## config.mk

```make
export PLATFORM = sky130hd
export DESIGN_NAME = fill_rect_data_gen
export DESIGN_NICKNAME = d
export VERILOG_FILES = /design/src/rtl/fill_rect_data_gen_pkg.sv /design/src/rtl/fill_rect_raster_counter.sv /design/src/rtl/fill_rect_data_gen.sv
export SDC_FILE = /design/constraint.sdc
export NUM_CORES = 1
export LEC_CHECK = 0
export CAP_MARGIN = 10
export CORE_MARGIN = 4
export CORE_UTILIZATION = 55
export CTS_BUF_LIST = sky130_fd_sc_hd__clkbuf_8 sky130_fd_sc_hd__clkbuf_16
export DETAILED_ROUTE_END_ITERATION = 16
export DONT_BUFFER_PORTS = 1
export HOLD_SLACK_MARGIN = 0.05
export PLACE_DENSITY = 0.78
export RECOVER_POWER = 25
export SLEW_MARGIN = 10
export SYNTH_ARGS = -nofsm -noshare
export SYNTH_HDL_FRONTEND = slang
export SYNTH_SLANG_ARGS = --single-unit
```

## constraint.sdc

```tcl
create_clock -name clk -period 3.3 [get_ports clk]
set_clock_uncertainty 0.05 [all_clocks]
set_input_delay 0.33 -clock clk [delete_from_list [all_inputs] [get_ports clk]]
set_output_delay 0.33 -clock clk [all_outputs]
set_load 0.005 [all_outputs]
```

## src/rtl/fill_rect_data_gen_pkg.sv

```systemverilog
// Shared types and defaults for the fill-rect pixel generator: FSM states,
// the RGB444 pixel payload, and the linear framebuffer address helper.
package fill_rect_data_gen_pkg;

  localparam int unsigned DEF_SCREEN_WIDTH = 640;
  localparam int unsigned DEF_ADDR_WIDTH   = 19;
  localparam int unsigned COORD_W          = 16;
  localparam int unsigned CHAN_W           = 4;
  localparam int unsigned PIX_W            = 3 * CHAN_W;
  localparam int unsigned BASE_W           = 32;

  typedef enum logic [1:0] {
    ST_IDLE  = 2'd0,
    ST_SETUP = 2'd1,
    ST_RUN   = 2'd2
  } state_e;

  typedef struct packed {
    logic [CHAN_W-1:0] r;
    logic [CHAN_W-1:0] g;
    logic [CHAN_W-1:0] b;
  } rgb444_t;

  // y*screen_width + x, evaluated at full 32-bit width before any truncation
  function automatic logic [BASE_W-1:0] lin_addr(input logic [COORD_W-1:0] x,
                                                  input logic [COORD_W-1:0] y,
                                                  input int unsigned        sw);
    return BASE_W'(y) * BASE_W'(sw) + BASE_W'(x);
  endfunction

endpackage

```

## src/rtl/fill_rect_raster_counter.sv

```systemverilog
// Column/row walker for one rectangle: holds the current row base, flags the
// final pixel and presents the address of the pixel that follows the current one.
module fill_rect_raster_counter
  import fill_rect_data_gen_pkg::*;
#(
  parameter int unsigned SCREEN_WIDTH = DEF_SCREEN_WIDTH,
  parameter int unsigned ADDR_WIDTH   = DEF_ADDR_WIDTH
) (
  input  logic                  clk,
  input  logic                  rst_,
  input  logic                  i_load,
  input  logic [BASE_W-1:0]     i_base,
  input  logic [COORD_W-1:0]    i_wid,
  input  logic [COORD_W-1:0]    i_hgt,
  input  logic                  i_adv,
  output logic                  o_last_c,
  output logic [ADDR_WIDTH-1:0] o_next_addr_c
);

  logic [COORD_W-1:0] r_col;
  logic [COORD_W-1:0] r_row;
  logic [BASE_W-1:0]  r_row_base;
  logic               w_col_last;
  logic               w_row_last;

  assign w_col_last = (r_col == i_wid - COORD_W'(1));
  assign w_row_last = (r_row == i_hgt - COORD_W'(1));
  assign o_last_c   = w_col_last & w_row_last;

  // End of a row jumps to the next row base; otherwise step one pixel right
  assign o_next_addr_c = w_col_last ? ADDR_WIDTH'(r_row_base + BASE_W'(SCREEN_WIDTH))
                                    : ADDR_WIDTH'(r_row_base + BASE_W'(r_col) + BASE_W'(1));

  always_ff @(posedge clk or negedge rst_) begin
    if (!rst_) begin
      r_col      <= '0;
      r_row      <= '0;
      r_row_base <= '0;
    end else if (i_load) begin
      r_col      <= '0;
      r_row      <= '0;
      r_row_base <= i_base;
    end else if (i_adv) begin
      if (w_col_last) begin
        r_col      <= '0;
        r_row      <= r_row + COORD_W'(1);
        r_row_base <= r_row_base + BASE_W'(SCREEN_WIDTH);
      end else begin
        r_col <= r_col + COORD_W'(1);
      end
    end
  end

endmodule

```

## src/rtl/fill_rect_data_gen.sv

```systemverilog
// Fill-rect pixel generator: latches a decoded rectangle command and streams one
// {address, RGB444} write per rts/rtr transfer toward the memory arbiter.
module fill_rect_data_gen
  import fill_rect_data_gen_pkg::*;
#(
  parameter int unsigned SCREEN_WIDTH = DEF_SCREEN_WIDTH,
  parameter int unsigned ADDR_WIDTH   = DEF_ADDR_WIDTH
) (
  input  logic                  clk,
  input  logic                  rst_,
  input  logic [COORD_W-1:0]    cmd_data_origx,
  input  logic [COORD_W-1:0]    cmd_data_origy,
  input  logic [COORD_W-1:0]    cmd_data_wid,
  input  logic [COORD_W-1:0]    cmd_data_hgt,
  input  logic [CHAN_W-1:0]     cmd_data_rval,
  input  logic [CHAN_W-1:0]     cmd_data_gval,
  input  logic [CHAN_W-1:0]     cmd_data_bval,
  input  logic                  addr_start_strobe,
  output logic                  data_gen_is_idle,
  output logic                  arb_rts,
  input  logic                  arb_rtr,
  output logic [ADDR_WIDTH-1:0] arb_addr,
  output logic [PIX_W-1:0]      arb_data,
  output logic                  rect_done
);

  state_e                r_state;
  state_e                w_state_nxt;
  logic [COORD_W-1:0]    r_wid;
  logic [COORD_W-1:0]    r_hgt;
  logic                  r_arb_rts;
  logic [ADDR_WIDTH-1:0] r_arb_addr;
  logic [PIX_W-1:0]      r_arb_data;
  logic                  r_rect_done;

  logic                  w_xfc;
  logic                  w_load;
  logic                  w_rts_nxt;
  logic                  w_done_nxt;
  logic [ADDR_WIDTH-1:0] w_addr_nxt;
  logic [PIX_W-1:0]      w_data_nxt;
  logic [BASE_W-1:0]     w_start_base;
  rgb444_t               w_rgb;
  logic                  w_last;
  logic [ADDR_WIDTH-1:0] w_next_addr;

  assign w_xfc        = r_arb_rts & arb_rtr;
  assign w_start_base = lin_addr(cmd_data_origx, cmd_data_origy, SCREEN_WIDTH);
  assign w_rgb        = '{r: cmd_data_rval, g: cmd_data_gval, b: cmd_data_bval};

  fill_rect_raster_counter #(
    .SCREEN_WIDTH (SCREEN_WIDTH),
    .ADDR_WIDTH   (ADDR_WIDTH)
  ) u_raster (
    .clk           (clk),
    .rst_          (rst_),
    .i_load        (w_load),
    .i_base        (w_start_base),
    .i_wid         (r_wid),
    .i_hgt         (r_hgt),
    .i_adv         (w_xfc),
    .o_last_c      (w_last),
    .o_next_addr_c (w_next_addr)
  );

  // Next-state and next-output decode; fields are sampled in SETUP, not at the strobe
  always_comb begin
    w_state_nxt = r_state;
    w_load      = 1'b0;
    w_rts_nxt   = r_arb_rts;
    w_done_nxt  = 1'b0;
    w_addr_nxt  = r_arb_addr;
    w_data_nxt  = r_arb_data;
    case (r_state)
      ST_IDLE: begin
        if (addr_start_strobe) w_state_nxt = ST_SETUP;
      end
      ST_SETUP: begin
        w_load     = 1'b1;
        w_data_nxt = w_rgb;
        if ((cmd_data_wid == '0) || (cmd_data_hgt == '0)) begin
          w_state_nxt = ST_IDLE;
          w_done_nxt  = 1'b1;
        end else begin
          w_state_nxt = ST_RUN;
          w_rts_nxt   = 1'b1;
          w_addr_nxt  = ADDR_WIDTH'(w_start_base);
        end
      end
      ST_RUN: begin
        if (w_xfc) begin
          if (w_last) begin
            w_state_nxt = ST_IDLE;
            w_rts_nxt   = 1'b0;
            w_done_nxt  = 1'b1;
          end else begin
            w_addr_nxt = w_next_addr;
          end
        end
      end
      default: w_state_nxt = ST_IDLE;
    endcase
  end

  always_ff @(posedge clk or negedge rst_) begin
    if (!rst_) begin
      r_state     <= ST_IDLE;
      r_wid       <= '0;
      r_hgt       <= '0;
      r_arb_rts   <= 1'b0;
      r_arb_addr  <= '0;
      r_arb_data  <= '0;
      r_rect_done <= 1'b0;
    end else begin
      r_state     <= w_state_nxt;
      r_arb_rts   <= w_rts_nxt;
      r_arb_addr  <= w_addr_nxt;
      r_arb_data  <= w_data_nxt;
      r_rect_done <= w_done_nxt;
      if (w_load) begin
        r_wid <= cmd_data_wid;
        r_hgt <= cmd_data_hgt;
      end
    end
  end

  assign data_gen_is_idle = (r_state == ST_IDLE);
  assign arb_rts          = r_arb_rts;
  assign arb_addr         = r_arb_addr;
  assign arb_data         = r_arb_data;
  assign rect_done        = r_rect_done;

endmodule
```

==> results.md <==
* Failing checks: max-capacitance violations, max-slew violations, negative setup slack
* Post-synthesis cell type count at 75
* Core region area at around 15000 µm²
* CTS Buffer Depth at 2
* Hold Path Origin: cmd_data_origx[0]
* DR iter-0 viols at around 660
* Top-level I/O count at 114
* Critical path capture point type: flop
* Height of the die at 133 µm
* Vias in the first global route at approximately 7400
* Fin worst setup slack at -243 ps
* Placed instance area at around 9500 µm²
* Mapped Nets at about 1100
* Grt ovf at 0
* FF+latch count, synth at about 120
* R2r setup slk at -240 ps
* Critical Path AT at between 3000 and 4000 ps
* CTS tree: built
* Clock root buffer: clkbuf_16
* Diode count at 0
* Fraction of the cycle the final worst path needs at 107%
* Fraction of layout cells with a size suffix above 1 at approximately 24%
* Int Pwr at 0.00533 W
* Status: finished, violations left
* Via Count at 7734
* Worst-Margin Slew at approximately 1700 ps
* Final worst path period need at 3540 ps
* Routed length per instance at ~19 µm
* Unrepaired setup endpoints after global routing: yes
* Seq/Total Area, Yosys at 34.3%
* Final nets at between 1000 and 1500
* Crit-path max FO at 8
* Die X at 133 µm
* Final setup viols at 40
* LEAKAGE at between 4 and 5 nW
* Clock Latency Late Sink at around 430 ps
* Crit path launch type: flop
* First-pass GRT wire length at about 35 mm
* Worst VDD drop at 541 µV
* Hold Path End: arb_addr[0]
* Clk pin slew, worst setup/hold paths at roughly 60 ps
* Worst Hold Class: in -> reg
* Worst rel slew slack at -11.0%
* Max Cap Viol at 1
* RR Startpoint: r_wid[2]
* TritonCTS Buffers at 17
* Worst R2R End: arb_addr[18]
* Initial Util at ~56%
* Fmax at about 0.28 GHz
* Synthesis-to-finish area growth at 29.7%
* RePlAce Congestion at 0.846
* Syn avg cell area at between 9 and 10 µm²
* Synthesis Warnings at 0
* Port buffer count at 0
* Mean number of vias per cell at approximately 6
* Synth Cell Area at 8600 µm²
* Clock sinks at between 100 and 150
* Kind of critical path: reg -> reg
* Switching share of power at roughly two fifths
* Total GRT Usage at around a quarter
* TNS Setup at -4370 ps
* Post-DP HPWL at 15.3 mm
* Final instance area at 11200 µm²
* Die footprint at around 18000 µm²
* Drt pass-1 iters at 7
* Largest net degree at the start of global routing at 119
* Flop pwr share at between 20% and 30%
* Crit path required time at between 3000 and 4000 ps
* Pwr/cell area at 799 nW/µm²
* Routed wire length at about 24 mm
* Sw Pwr at between 0.003 and 0.004 W
* Combinational group share of total power at 51.9%
* Worst Hold Depth at 2
* R2r worst-path depth at 11
* Clk pwr share at between 10% and 20%
* Post-synth EDFFs at 0
* Antenna Nets Post-Route at 0
* Number of remaining DRC errors at 0
* Primary FF master, synth: dfrtp_1
* Final Max Tran Viols at 119
* Rows at 45
* Post-synthesis instance total at just over 900
* Initial antenna violation count at 0
* Htree depth at 4
* FFs w/ async S/R, synth at 100%
* Final hold violation count at 0
-- synth_stat cells, drive strengths merged (6+ instances only) --
cell	n	area [µm²]
nor4	28	218
or4	10	75.1
ha	50	626
nor2	66	248
xor2	29	254
o21ai	51	259
inv	31	116
o211ai	7	52.6
a211oi	12	90.1
nor3	42	221
nor2b	9	56.3
xnor2	77	674
nand2	61	229
buf	16	109
a21oi	47	239
mux2i	23	230
nand3	21	105
nand4	11	68.8
o31ai	6	50.1
nor3b	8	60.1
clkbuf	30	113
nand2b	13	81.3
a31oi	7	43.8
mux2	45	507
a21o	15	113
o21a	7	52.6
and3	10	62.6
dfrtp	118	2950
or3	6	37.5
-- stage by stage --
stage / cells / setup slack [ps] / hold WS [ps] / power [W] / utilization (%)
floorplan: 927 / -132 / -15.6 / 0.00541 / -
global placement: 1178 / -302 / -10.5 / 0.00650 / 62.1
detailed placement: 1178 / -293 / -10.8 / 0.00664 / 62.1
CTS: 1264 / -104 / 3.22 / 0.00855 / 69.9
global route: 1279 / -325 / 73.2 / 0.00946 / 73.1
finish: 1279 / -243 / 60.1 / 0.00891 / 73.1
-- critical path: stages, from the launching register on --
cell     delay [ps]
dfrtp_1         400
buf_4           160
or4b_4          590
nor2_2          130
a21oi_2          70
or4_1           480
or4_4           440
or2_4           340
o21ai_4         280
buf_12          180
a31oi_1          50
a32o_1          250
-- state kept, by name, indices dropped and copies added, names as in the netlist --
name                 flops
u_raster.r_col          16
r_hgt                   16
r_wid                   16
u_raster.r_row          16
arb_addr                19
r_state                  2
arb_rts                  1
rect_done                1
u_raster.r_row_base     19
arb_data                12
-- routing by layer --
layer	up-vias	global-route usage, %	routed length [µm]
met1	3766	29.4	9580
met5	-	0	0
met2	249	43.8	12600
met4	0	6.41	558
met3	59	5.78	1370
li1	3660	-	-
-- area by class of cell --
class / instances / area (µm²)
inverters: 31 / 116
well taps: 211 / 264
fillers: 1081 / 4100
clock inverters: 11 / 87.6
repair buffers: 157 / 1490
flip-flops and latches: 118 / 2950
clock buffers: 19 / 453
multi-input cells: 732 / 5790
-- power groups by stage --
stage	sequential [W]	clock, W	combinational, W
final	0.00256	0.00173	0.00462
after global routing	0.00262	0.00181	0.00503
after detailed placement	0.00255	0	0.00409
after global placement	0.00254	0	0.00396
after floorplan	0.00246	0	0.00294
after CTS	0.00254	0.00174	0.00427
-- cell usage in the layout (no fill, tap or decap), types with 15 or more instances in the layout --
cell type        n
xnor2_1         77
nand3_1         21
dfrtp_1        118
a21oi_1         38
o21ai_0         36
dlygate4sd3_1   54
clkbuf_16       21
buf_4           80
nor2_1          64
nor4_1          15
mux2i_1         23
xor2_1          29
ha_1            46
a21o_1          15
nor3_1          34
nand2_1         53
mux2_2          44
inv_1           29
-- how the worst max path moves through the flow --
stage | cells after the start | from | slack (ps) | end
5_1_grt | 11 | r_wid[2] | -330 | arb_addr[18]
6_report | 11 | r_wid[2] | -240 | arb_addr[18]
3_3_place_gp | 10 | r_hgt[1] | -300 | arb_addr[18]
4_1_cts | 13 | r_wid[1] | -100 | u_raster.r_row_base[8]
2_1_floorplan | 14 | r_wid[5] | -130 | arb_addr[8]
3_5_place_dp | 10 | r_hgt[1] | -290 | arb_addr[18]
-- what timing repair did --
action | in CTS | in global routing
gates resized for setup | 20 | 68
buffers inserted | 2 | 9
pin swaps | 3 | 41
endpoints found under the hold margin | 171 | 1
hold buffers | 54 | 1
endpoints found under the setup margin | 61 | 65
gates cloned | 0 | 5
-- logic make-up after synthesis --
kind of cell	Yosys count	share of synthesized area [%]
DFF	118	34.3
adders and majority gates	53	7.98
AOI/OAI and AO/OA	189	14.2
xor gates and xnor gates	107	11.1
muxes	68	8.57
and+or+nand+nor	315	19.9
buffers and inverters	77	3.93
(Power assumes the default switching activity.)
